File: config.mk
export PLATFORM = sky130hd
export DESIGN_NAME = prio_irq_enc_flat
export DESIGN_NICKNAME = d
export VERILOG_FILES = /design/src/rtl/prio_irq_enc_if.sv /design/src/rtl/prio_irq_enc.sv /design/src/flat_wrapper.sv
export SDC_FILE = /design/constraint.sdc
export NUM_CORES = 1
export LEC_CHECK = 0
export CORE_MARGIN = 2
export CORE_UTILIZATION = 42
export DETAILED_ROUTE_END_ITERATION = 6
export GPL_TIMING_DRIVEN = 0
export HOLD_SLACK_MARGIN = 0.12
export PLACE_DENSITY = 0.74
export SYNTH_ARGS = -nofsm -noshare
export SYNTH_HDL_FRONTEND = slang
export SYNTH_SLANG_ARGS = --single-unit
File: constraint.sdc
create_clock -name i_clk -period 1.38 [get_ports i_clk]
set_input_delay 0.276 -clock i_clk [delete_from_list [all_inputs] [get_ports i_clk]]
set_output_delay 0.276 -clock i_clk [all_outputs]
set_load 0.02 [all_outputs]
File: src/rtl/prio_irq_enc_if.sv
// prio_irq_enc_if
// Groups the request, grant and cascade signals of the priority encoder.
// The master modport belongs to the request source and service engine. The
// slave modport belongs to the encoder.
//   ei      : enable input; 0 blocks all grants
//   req     : N level request lines; each rising edge creates a pending event
//   mask    : N channel masks; 1 excludes that channel from arbitration
//   ack     : service engine accepts the current grant
//   clr_ovf : synchronous clear of the sticky overflow flag
//   y       : granted channel index (W bits)
//   valid   : y holds a committed grant
//   gs      : group select; same as valid
//   eo      : enable output for the next lower-priority stage
//   ovf     : sticky flag; a request edge arrived on a channel already pending
interface prio_irq_enc_if #(
    parameter int N = 8
) ();
    localparam int W = $clog2(N);

    logic         ei;
    logic [N-1:0] req;
    logic [N-1:0] mask;
    logic         ack;
    logic         clr_ovf;
    logic [W-1:0] y;
    logic         valid;
    logic         gs;
    logic         eo;
    logic         ovf;

    modport master (
        output ei, req, mask, ack, clr_ovf,
        input  y, valid, gs, eo, ovf
    );

    modport slave (
        input  ei, req, mask, ack, clr_ovf,
        output y, valid, gs, eo, ovf
    );
endinterface

File: src/rtl/prio_irq_enc.sv
// prio_irq_enc
// This is a registered priority encoder in the style of the CD4532, with a
// parametrised number of channels. A rising edge on a request line is stored
// in a pending register. The encoder grants one pending, unmasked channel at
// a time through a valid/ack handshake. It keeps the CD4532-style EI/GS/EO
// signals so that several blocks can be cascaded.
//   N    : number of request lines (2..256)
//   MODE : 0 = fixed priority (highest index wins), 1 = round-robin
// Ports:
//   i_clk   : system clock, rising edge
//   i_rst_n : asynchronous active-low reset
//   if_bus  : slave side of prio_irq_enc_if (ei/req/mask/ack/clr_ovf in;
//             y/valid/gs/eo/ovf out)
module prio_irq_enc #(
    parameter int N    = 8,
    parameter int MODE = 0
) (
    input  logic          i_clk,
    input  logic          i_rst_n,
    prio_irq_enc_if.slave if_bus
);
    localparam int W = $clog2(N);

    typedef enum logic {
        ST_IDLE,
        ST_GRANT
    } state_t;

    state_t       r_state;
    logic [N-1:0] r_req_q;
    logic [N-1:0] r_pending;
    logic [W-1:0] r_ptr;
    logic [W-1:0] r_y;
    logic         r_valid;
    logic         r_eo;
    logic         r_ovf;

    logic [N-1:0] w_rise;
    logic [N-1:0] w_clr;
    logic [N-1:0] w_elig;
    logic         w_accept;
    logic [W-1:0] w_sel;

    // Returns the k-th channel below p, wrapping modulo N (k = 1..N).
    function automatic int rr_index(input int p, input int k);
        return (k <= p) ? (p - k) : (p + N - k);
    endfunction

    // A grant is accepted only while it is still enabled. If ei drops in the
    // same cycle as ack, the abort wins and the pending bit stays set.
    assign w_accept = r_valid & if_bus.ack & if_bus.ei;
    assign w_rise   = if_bus.req & ~r_req_q;
    assign w_clr    = w_accept ? (N'(1) << r_y) : '0;
    assign w_elig   = r_pending & ~if_bus.mask;

    // Channel selection. Both loops write w_sel in scan order, so the last
    // write is the channel with the highest priority. In round-robin mode the
    // scan starts at ptr-1 and moves downward with wrap. Iterating k from N
    // down to 1 makes the nearest candidate the final write.
    always_comb begin
        w_sel = '0;
        if (MODE == 0) begin
            for (int i = 0; i < N; i++) begin
                if (w_elig[i]) w_sel = W'(i);
            end
        end else begin
            for (int k = N; k >= 1; k--) begin
                if (w_elig[rr_index(int'(r_ptr), k)]) w_sel = W'(rr_index(int'(r_ptr), k));
            end
        end
    end

    // Edge capture, pending bookkeeping, overflow flag, cascade output and the
    // grant FSM. Edge capture runs every cycle, whatever the value of ei. If a
    // new edge and an accept hit the same channel in one cycle, the new edge
    // wins and the channel stays pending.
    always_ff @(posedge i_clk or negedge i_rst_n) begin
        if (!i_rst_n) begin
            r_state   <= ST_IDLE;
            r_req_q   <= '0;
            r_pending <= '0;
            r_ptr     <= '0;
            r_y       <= '0;
            r_valid   <= 1'b0;
            r_eo      <= 1'b0;
            r_ovf     <= 1'b0;
        end else begin
            r_req_q   <= if_bus.req;
            r_pending <= (r_pending & ~w_clr) | w_rise;
            r_eo      <= if_bus.ei & (w_elig == '0);

            if (if_bus.clr_ovf) begin
                r_ovf <= 1'b0;
            end else if ((w_rise & r_pending & ~w_clr) != '0) begin
                r_ovf <= 1'b1;
            end

            case (r_state)
                ST_IDLE: begin
                    if (if_bus.ei && (w_elig != '0)) begin
                        r_y     <= w_sel;
                        r_valid <= 1'b1;
                        r_state <= ST_GRANT;
                    end
                end
                ST_GRANT: begin
                    if (!if_bus.ei) begin
                        r_valid <= 1'b0;
                        r_state <= ST_IDLE;
                    end else if (if_bus.ack) begin
                        r_ptr   <= r_y;
                        r_valid <= 1'b0;
                        r_state <= ST_IDLE;
                    end
                end
                default: begin
                    r_valid <= 1'b0;
                    r_state <= ST_IDLE;
                end
            endcase
        end
    end

    assign if_bus.y     = r_y;
    assign if_bus.valid = r_valid;
    assign if_bus.gs    = r_valid;
    assign if_bus.eo    = r_eo;
    assign if_bus.ovf   = r_ovf;
endmodule

File: src/flat_wrapper.sv
// flat-port wrapper written by rule: the top's interface ports become plain ports
module prio_irq_enc_flat 
#(
    parameter int N    = 8,
    parameter int MODE = 0
)
  (i_clk, i_rst_n, if_bus_ei, if_bus_req, if_bus_mask, if_bus_ack, if_bus_clr_ovf, if_bus_y, if_bus_valid, if_bus_gs, if_bus_eo, if_bus_ovf);
  prio_irq_enc_if #(.N(N)) if_bus_i ();
  input  logic i_clk;
  input  logic i_rst_n;
  input wire logic [$bits(if_bus_i.ei)-1:0] if_bus_ei;
  input wire logic [$bits(if_bus_i.req)-1:0] if_bus_req;
  input wire logic [$bits(if_bus_i.mask)-1:0] if_bus_mask;
  input wire logic [$bits(if_bus_i.ack)-1:0] if_bus_ack;
  input wire logic [$bits(if_bus_i.clr_ovf)-1:0] if_bus_clr_ovf;
  output wire logic [$bits(if_bus_i.y)-1:0] if_bus_y;
  output wire logic [$bits(if_bus_i.valid)-1:0] if_bus_valid;
  output wire logic [$bits(if_bus_i.gs)-1:0] if_bus_gs;
  output wire logic [$bits(if_bus_i.eo)-1:0] if_bus_eo;
  output wire logic [$bits(if_bus_i.ovf)-1:0] if_bus_ovf;
  assign if_bus_i.ei = if_bus_ei;
  assign if_bus_i.req = if_bus_req;
  assign if_bus_i.mask = if_bus_mask;
  assign if_bus_i.ack = if_bus_ack;
  assign if_bus_i.clr_ovf = if_bus_clr_ovf;
  assign if_bus_y = if_bus_i.y;
  assign if_bus_valid = if_bus_i.valid;
  assign if_bus_gs = if_bus_i.gs;
  assign if_bus_eo = if_bus_i.eo;
  assign if_bus_ovf = if_bus_i.ovf;
  prio_irq_enc #(.N(N), .MODE(MODE)) u_core (.i_clk(i_clk), .i_rst_n(i_rst_n), .if_bus(if_bus_i));
endmodule
==> results of run 1 <==
cell type report:
type,instances,area (um2),share of cell area [%]
buffer,1,7.51,0.527
clock buffer,3,22.5,1.58
clock inverter,1,7.51,0.527
inverter,5,18.8,1.32
multi-input combinational,69,460,32.3
sequential,23,579,40.7
tap,30,37.5,2.64
timing repair buffer,31,290,20.4
routing by layer:
layer	vias up	track usage, %	wire [um]
met2	22	30.1	1190
met1	395	19.9	909
met5	-	0	0
li1	411	-	-
met3	2	2.50	91
met4	0	6.25	16
cell usage in the layout, fill, tap and decap left out, drive strengths merged, types with 3 or more instances in the layout:
master and count:
a21oi 5, a31oi 3, buf 7, clkbuf 4, clkdlybuf4s50 19, dfrtp 23
dlygate4sd2 3, inv 5, nand2 15, nand2b 9, nor2 8, nor2b 6
o21ai 4
state kept, by name, summed over array words and instances (netlist names):
register           flops
u_core.if_bus.ovf      1
u_core.r_req_q         8
u_core.if_bus.y        3
u_core.if_bus.gs       1
u_core.if_bus.eo       1
u_core.r_state         1
u_core.r_pending       8
power breakdown:
part           internal (mW)  leakage (nW)  total, mW  switching (mW)
clock                  0.111        0.0139      0.333           0.222
combinational          0.183         0.340      0.366           0.184
sequential             0.732         0.243      0.787          0.0553
total                   1.03         0.597       1.49           0.461
what timing repair did:
item	CTS	global route
setup buffers	3	1
pin swaps	4	3
endpoints found under the setup margin	13	11
hold buffers	0	0
resized for setup	18	5
through the flow:
step / area (um2) / setup TNS, ps / cells / worst slack (ps)
2_1_floorplan: 1050 / 0 / 98 / 1.26
3_3_place_gp: 1360 / -6420 / 155 / -434
3_5_place_dp: 1360 / -7410 / 155 / -484
4_1_cts: 1420 / -398 / 162 / -80.4
5_1_grt: 1420 / -1170 / 163 / -203
6_report: 1420 / -507 / 163 / -83.5
path summary, 6_finish.rpt:
path | from | endpoint | slack (ps) | depth (start not counted)
max | u_core.r_pending[3] | u_core.if_bus.y[0] | -80 | 5
min | if_bus_req[4] | u_core.r_req_q[4] | 390 | 1
max reg2reg | u_core.r_pending[3] | u_core.if_bus.y[0] | -80 | 5
min reg2reg | u_core.r_req_q[1] | u_core.r_pending[1] | 480 | 1
max in group asynchronous | i_rst_n | u_core.if_bus.y[2] | 230 | 1
min in group asynchronous | i_rst_n | u_core.if_bus.eo | 490 | 1
logic make-up (layout without fill, tap and decap cells):
logic type	Yosys count	count (layout)	synth area share, %
AOI/OAI and AO/OA	23	23	18.4
buffers and inverters	6	41	2.50
DFF	23	23	54.8
and+or+nand+nor	46	46	24.3
==> flow_summary_export.csv, run 1 <==
group,metric,value,unit
placed_design,portBuffers,27,
worst_setup_path,cp-end-kind,"register",
timing,fin_crit,1460,ps
clock_tree,cts_buffers,3,
drt,wl_per_cell,13.5,um
worst_setup_path,slowest_stage,"dfrtp_1",
worst_setup_path,crit_family,"compound AO/OA/AOI/OAI gates",
clock_tree,clkLatencyLatePin,320,ps
worst_setup_path,slowest_delay,410,ps
worst_setup_path,cp_max_fo,8,
timing,fin_ws,-83.5,ps
clock_tree,clock-root-buffer,"clkbuf_4",
yosys,yosys.area.top_type_share,54.8,%
cells_and_area,postLayoutCoreUtil,58.5,%
timing,period_share,106,%
power,p_leak,0.597,nW
cells_and_area,fin_nets,155,
clock_tree,cts_tree,"built",
job,maxCapViolCount,0,
floorplanning,coreArea,2430,um2
drt,drt-vias-per-instance,5.09,
yosys,synth_edf_count,0,
worst_setup_path,crit_type,"reg -> reg",
power,cellPowerDensity,1040,nW/um2
worst_setup_path,start_kind,"register",
grt,grt_max_degree,24,
cells_and_area,drive_gt1_share,20.3,%
yosys,netlist_area,1050,um2
worst_setup_path,crit_required,1580,ps
timing,finalHoldViolCount,0,
timing,timing.hold.ws,389,ps
drt,dr.pass1.iters,4,
timing,rsz0062_at_grt,"yes",
floorplanning,io_pins,28,
floorplanning,start_util,43.2,%
power,total_power,1.49,mW
floorplanning,die_y,54.0,um
power,irDropWorstVdd,0.000569,V
grt,grt_pass1_vias,809,
yosys,synthTopCellsByArea,"dfrtp_1 (55%), nand2_1 (5.4%), nand2b_1 (5.4%), nor2_1 (2.9%), a2111oi_4 (2.6%)",
timing,worstMarginPinSlew,1010,ps
worst_setup_path,crit_arrival,1660,ps
clock_tree,clkTransAtPathRegs,140,ps
cells_and_area,diodes,0,
yosys,ys.flop_type,"dfrtp_1",
drt,drtAntennaViolNets,0,
worst_setup_path,timing.critical_path.buf_inv,0,
grt,antenna_found_initial,0,
outcome,violations,"negative setup slack",
yosys,synth_seq_cells,23,
yosys,synth_top_cells_by_count,"dfrtp_1 (23), nand2_1 (15), nand2b_1 (9)",
yosys,async_flop_share,100,%
outcome,outcome,"finished, violations left",
clock_tree,cts_max_path_buffers,2,
clock_tree,clock_sinks,23,
yosys,yosysSeqAreaShare,54.8,%
min_path,hp-class,"in -> reg",
cells_and_area,synthToLayoutAreaGrowth,35.6,%
timing,clock.fmax,683,MHz
drt,vias,830,
placed_design,dp_hpwl,1650,um
yosys,synth_cells,98,
floorplanning,die_w,54.0,um
yosys,syn_avg_cell_area,10.7,um2
yosys,synth.most_common_cell,"dfrtp_1",
timing,slew_headroom,32.6,%
timing,drv_slew,0,
yosys,yosysTopAreaCell,"dfrtp_1",
grt,grt_overflow,0,
timing,finalClockSkew,8.64,ps
grt,grt_use_total,16.7,%
timing,finalSetupViolCount,7,
worst_setup_path,cp_cell_sequence,"nor2b_4 -> a2111oi_4 -> a311oi_4 -> nor2_1 -> a21oi_1",
floorplanning,dieArea,2920,um2
floorplanning,placementRows,18,
yosys,syn-num-nets,119,
placed_design,gp_congestion,0.857,
drt,routed_wl,2210,um
yosys,ys_types,26,
clock_tree,cts_max_level,1,
grt,grt_pass1_wl,3440,um
drt,drt_iter0_markers,12,
drt,drcViolationCount,0,
yosys,ys_warn_count,0,
cells_and_area,fillCellCount,232,
Note: power is estimated with default switching activity, not from simulation.
==> run 2: changes to the inputs <==
--- a/config.mk
+++ b/config.mk
@@ -6,11 +6,12 @@
 export NUM_CORES = 1
 export LEC_CHECK = 0
 export CORE_MARGIN = 2
-export CORE_UTILIZATION = 42
+export CORE_UTILIZATION = 44
+export CTS_BUF_LIST = sky130_fd_sc_hd__clkbuf_8
 export DETAILED_ROUTE_END_ITERATION = 6
 export GPL_TIMING_DRIVEN = 0
 export HOLD_SLACK_MARGIN = 0.12
-export PLACE_DENSITY = 0.74
+export PLACE_DENSITY = 0.77
 export SYNTH_ARGS = -nofsm -noshare
 export SYNTH_HDL_FRONTEND = slang
 export SYNTH_SLANG_ARGS = --single-unit
==> run 2 against run 1 <==
Net effect:
- the run still ends with negative setup slack left
- non-clock buffer count grew 6
- combinational power grew 18%
- die area shrank 4.2%
- critical path depth unchanged
- core utilization rose by 9.9 points
- critical path type unchanged
- largest power group unchanged
==> flow_summary_export.csv, run 2 (synthesis results as in run 1) <==
group,metric,value,unit
worst_setup_path,crit_arrival,1590,ps
timing,finalSetupViolCount,6,
placed_design,portBuffers,27,
floorplanning,coreArea,2230,um2
cells_and_area,multi_input_area,494,um2
worst_setup_path,crit_type,"reg -> reg",
cells_and_area,final_cells,167,
grt,grt_pass1_vias,888,
power,cellPowerDensity,1080,nW/um2
worst_setup_path,cp_cell_sequence,"nor2b_4 -> a2111oi_4 -> a311oi_4 -> nor2_1 -> a21oi_1",
power,total_power,1.64,mW
floorplanning,die_w,52.8,um
drt,drcViolationCount,0,
timing,finalClockSkew,6.65,ps
placed_design,placed_cell_area,1360,um2
timing,drv_slew,0,
floorplanning,io_pins,28,
worst_setup_path,crit_required,1520,ps
cells_and_area,final_cell_area,1530,um2
outcome,outcome,"finished, violations left",
drt,dr.pass1.iters,4,
timing,slew_headroom,34.4,%
clock_tree,cts_buffers,3,
clock_tree,clock-root-buffer,"clkbuf_8",
drt,drt_iter0_markers,22,
cells_and_area,synthToLayoutAreaGrowth,45.5,%
grt,grt_max_degree,24,
job,maxCapViolCount,0,
timing,finalHoldViolCount,0,
worst_setup_path,cp_max_fo,8,
clock_tree,cts_max_level,1,
cells_and_area,postLayoutCoreUtil,68.4,%
cells_and_area,fin_nets,161,
min_path,hp-class,"in -> async",
grt,antenna_found_initial,0,
timing,clock.fmax,689,MHz
power,irDropWorstVdd,0.000786,V
cells_and_area,regArea,578,um2
power,p_leak,0.669,nW
cells_and_area,diodes,0,
timing,worstMarginPinSlew,983,ps
timing,rsz0062_at_grt,"yes",
clock_tree,cts_max_path_buffers,2,
drt,vias,889,
placed_design,place_inst,153,
worst_setup_path,slowest_stage,"dfrtp_1",
placed_design,dp_hpwl,1630,um
floorplanning,start_util,47.0,%
grt,grt_overflow,0,
cells_and_area,mostFrequentLayoutCell,"dfrtp_1",
outcome,violations,"negative setup slack",
worst_setup_path,start_kind,"register",
cells_and_area,drive_gt1_share,25.2,%
floorplanning,die_y,52.8,um
placed_design,gp_congestion,0.809,
timing,fin_crit,1450,ps
grt,grt_use_total,17.7,%
floorplanning,placementRows,17,
floorplanning,dieArea,2790,um2
clock_tree,clkTransAtPathRegs,80,ps
timing,period_share,105,%
grt,grt_pass1_wl,3550,um
cells_and_area,fillCellCount,172,
drt,drtAntennaViolNets,0,
worst_setup_path,reg2reg_from,"u_core.r_pending[3]",
clock_tree,cts_tree,"built",
worst_setup_path,crit_start,"u_core.r_pending[3]",
timing,fin_ws,-70.6,ps
clock_tree,clkLatencyLatePin,270,ps
drt,drt-vias-per-instance,5.32,
worst_setup_path,slowest_delay,400,ps
drt,routed_wl,2300,um
clock_tree,clock_sinks,23,
drt,wl_per_cell,13.8,um
timing,setup-tns-final,-305,ps
cells_and_area,final_cell_mix,"dfrtp_1 (21), nand2_1 (15), clkdlybuf4s50_1 (13)",
worst_setup_path,cp-end-kind,"register",
run 2: changes by cell type in the layout (fill, tap and decap cells not counted), sizes merged:
cell	delta
clkbuf	-1
clkdlybuf4s50	-6
dlygate4sd2	+6
dlymetal6s2s	+2
clkinv	+1
buf	+5
clkinvlp	-1
run 2: path summary, 6_finish.rpt:
check / endpoint / slack [ps] / depth (start not counted)
worst min register to register: u_core.r_pending[1] / 460 / 1
worst max register to register: u_core.if_bus.y[0] / -70 / 5
max in group asynchronous: u_core.if_bus.gs / 550 / 1
min in group i_clk: u_core.r_state / 440 / 3
worst max-delay path: u_core.if_bus.y[0] / -70 / 5
worst min-delay path: u_core.r_req_q[2] / 160 / 1
run 2: critical path: cells and delay by family (launching register included):
kind	cells	cell delay, ps
compound gates	3	640
flops	1	400
simple gates	2	300
run 2: through the flow:
| stage | worst slack, ps | hold WS [ps] |
|---|---|---|
| final | -70.6 | 160 |
| after detailed placement | -480 | 454 |
| after global routing | -167 | 254 |
| after global placement | -403 | 437 |
| after CTS | -63.5 | 467 |
| after floorplan | 1.26 | -19.6 |
run 2: per-layer routing:
layer	vias to the layer above	share of wire (%)	GRT usage, %	wire, um
li1	419	-	-	-
met4	0	2.4	8.55	55
met5	-	0	0	0
met3	7	5.9	3.43	135
met1	431	40	20.7	919
met2	32	52	30.8	1190
run 2: layout make-up:
class / instances / share of cell area (%)
buffer: 1 / 0.737
clock buffer: 3 / 2.70
clock inverter: 1 / 0.328
inverter: 5 / 1.23
multi-input combinational: 69 / 32.4
sequential: 23 / 37.8
tap: 28 / 2.29
timing repair buffer: 37 / 22.5
run 2: repair_timing:
action                                  CTS  global route
pin swaps                                 2             5
endpoints found under the setup margin   13            11
buffers inserted                          3             7
resized for setup                        22            11
gates cloned                              0             0
hold buffers                              0             0
run 2: report_power, final:
| part | switching, mW | leakage (nW) | internal [mW] |
|---|---|---|---|
| Sequential | 0.0623 | 0.244 | 0.731 |
| Combinational | 0.209 | 0.400 | 0.222 |
| Clock | 0.216 | 0.0255 | 0.202 |
| Total | 0.488 | 0.669 | 1.15 |
==> run 3: changes to the inputs <==
--- a/config.mk
+++ b/config.mk
@@ -12,6 +12,7 @@
 export GPL_TIMING_DRIVEN = 0
 export HOLD_SLACK_MARGIN = 0.12
 export PLACE_DENSITY = 0.77
+export SKIP_LAST_GASP = 1
 export SYNTH_ARGS = -nofsm -noshare
 export SYNTH_HDL_FRONTEND = slang
 export SYNTH_SLANG_ARGS = --single-unit
==> run 3 against run 2 <==
Net effect:
- the flow still finishes with violations (negative setup slack)
- critical endpoint unchanged
- largest cell class unchanged
- count of clock-buffer cells in the layout stayed put
- maximum frequency down 1.0%
- clock power fell by 1%
- clock skew down 3.7 ps
- largest power group unchanged
==> flow_summary_export.csv, run 3 (synthesis results as in run 1) <==
group,metric,value,unit
drt,drt_iter0_markers,20,
floorplanning,placementRows,17,
clock_tree,clock-root-buffer,"clkbuf_8",
timing,fin_ws,-85.7,ps
floorplanning,die_y,52.8,um
outcome,outcome,"finished, violations left",
clock_tree,clkTransAtPathRegs,80,ps
clock_tree,cts_tree,"built",
worst_setup_path,cp-end-kind,"register",
timing,finalHoldViolCount,0,
cells_and_area,synthToLayoutAreaGrowth,40.9,%
worst_setup_path,crit_required,1510,ps
cells_and_area,postLayoutCoreUtil,66.2,%
timing,finalClockSkew,2.97,ps
placed_design,placed_cell_area,1360,um2
drt,dr.pass1.iters,4,
clock_tree,cts_max_path_buffers,2,
clock_tree,cts_hold_buf,0,
timing,clock.fmax,682,MHz
cells_and_area,drive_gt1_share,23.0,%
worst_setup_path,start_kind,"register",
grt,grt_pass1_wl,3550,um
floorplanning,dieArea,2790,um2
placed_design,dp_hpwl,1630,um
placed_design,portBuffers,27,
outcome,violations,"negative setup slack",
min_path,hp-class,"in -> async",
clock_tree,cts_max_level,1,
worst_setup_path,cp_max_fo,8,
floorplanning,coreArea,2230,um2
timing,worstMarginPinSlew,980,ps
power,irDropWorstVdd,0.000792,V
drt,vias,858,
timing,period_share,106,%
timing,fin_crit,1470,ps
drt,routed_wl,2270,um
power,cellPowerDensity,1070,nW/um2
cells_and_area,diodes,0,
drt,drt-vias-per-instance,5.26,
grt,grt_use_total,17.7,%
power,p_leak,0.653,nW
clock_tree,cts_buffers,3,
grt,grt_max_degree,24,
cells_and_area,fin_nets,157,
cells_and_area,final_cell_area,1480,um2
timing,drv_slew,0,
timing,finalSetupViolCount,7,
grt,grt_overflow,0,
grt,grt_pass1_vias,887,
timing,slew_headroom,34.5,%
drt,drtAntennaViolNets,0,
placed_design,gp_congestion,0.809,
drt,wl_per_cell,13.9,um
worst_setup_path,crit_arrival,1600,ps
clock_tree,clock_sinks,23,
cells_and_area,multi_input_area,485,um2
cells_and_area,regArea,578,um2
job,maxCapViolCount,0,
floorplanning,die_w,52.8,um
drt,drcViolationCount,0,
cells_and_area,fillCellCount,182,
cells_and_area,mostFrequentLayoutCell,"dfrtp_1",
grt,antenna_found_initial,0,
timing,rsz0062_at_grt,"yes",
floorplanning,io_pins,28,
worst_setup_path,crit_type,"reg -> reg",
cells_and_area,final_cell_mix,"dfrtp_1 (21), nand2_1 (15), clkdlybuf4s50_1 (13)",
floorplanning,start_util,47.0,%
clock_tree,clkLatencyLatePin,260,ps
[run 3: per-stage QoR]
stage | hold WS, ps | TNS [ps] | cells | power, mW | setup slack (ps)
detailed placement | 454 | -7010 | 153 | 1.17 | -480
global route | 254 | -853 | 163 | 1.66 | -147
global placement | 437 | -6190 | 153 | 1.15 | -403
CTS | 467 | -344 | 160 | 1.57 | -120
floorplan | -19.6 | 0 | 98 | 0.985 | 1.26
finish | 162 | -352 | 163 | 1.59 | -85.7
[run 3: final timing paths]
check / start / endpoint / slack [ps] / cells after the start
setup / recovery: u_core.r_pending[3] / u_core.if_bus.y[0] / -90 / 5
hold reg to reg: u_core.r_req_q[1] / u_core.r_pending[1] / 460 / 1
hold / removal: i_rst_n / u_core.r_req_q[3] / 160 / 1
max in group asynchronous: i_rst_n / u_core.if_bus.gs / 560 / 1
min in group i_clk: if_bus_ei / u_core.r_state / 450 / 3
setup reg to reg: u_core.r_pending[3] / u_core.if_bus.y[0] / -90 / 5
[run 3: critical path, stage by stage, from the launching register on]
cell       delay [ps]
dfrtp_1           400
nor2b_4           150
a2111oi_4         390
a311oi_4          190
nor2_1            150
a21oi_1            50
[run 3: what timing repair did]
item	CTS	global route
hold endpoints to repair	0	0
pin swaps	2	3
setup buffers	3	3
endpoints found under the setup margin	13	12
gates resized for setup	19	12
[run 3: layout make-up]
| type | instances | area share [%] |
|---|---|---|
| sequential | 23 | 39.1 |
| inverter | 5 | 1.27 |
| timing repair buffer | 33 | 20.8 |
| clock buffer | 3 | 2.79 |
| buffer | 1 | 0.508 |
| multi-input combinational | 69 | 32.8 |
| tap | 28 | 2.37 |
| clock inverter | 1 | 0.338 |
[run 3: routing by layer]
layer	up-vias	part of all wire, %	track usage, %
li1	412	-	-
met1	420	40	20.7
met2	22	54	30.8
met3	4	4.9	3.43
met4	0	1.0	8.55
met5	-	0	0
[run 3: power breakdown]
part / internal (mW) / total, mW / switching [mW]
Clock: 0.201 / 0.413 / 0.211
Sequential: 0.731 / 0.793 / 0.0629
Combinational: 0.187 / 0.380 / 0.193
Total: 1.12 / 1.59 / 0.467
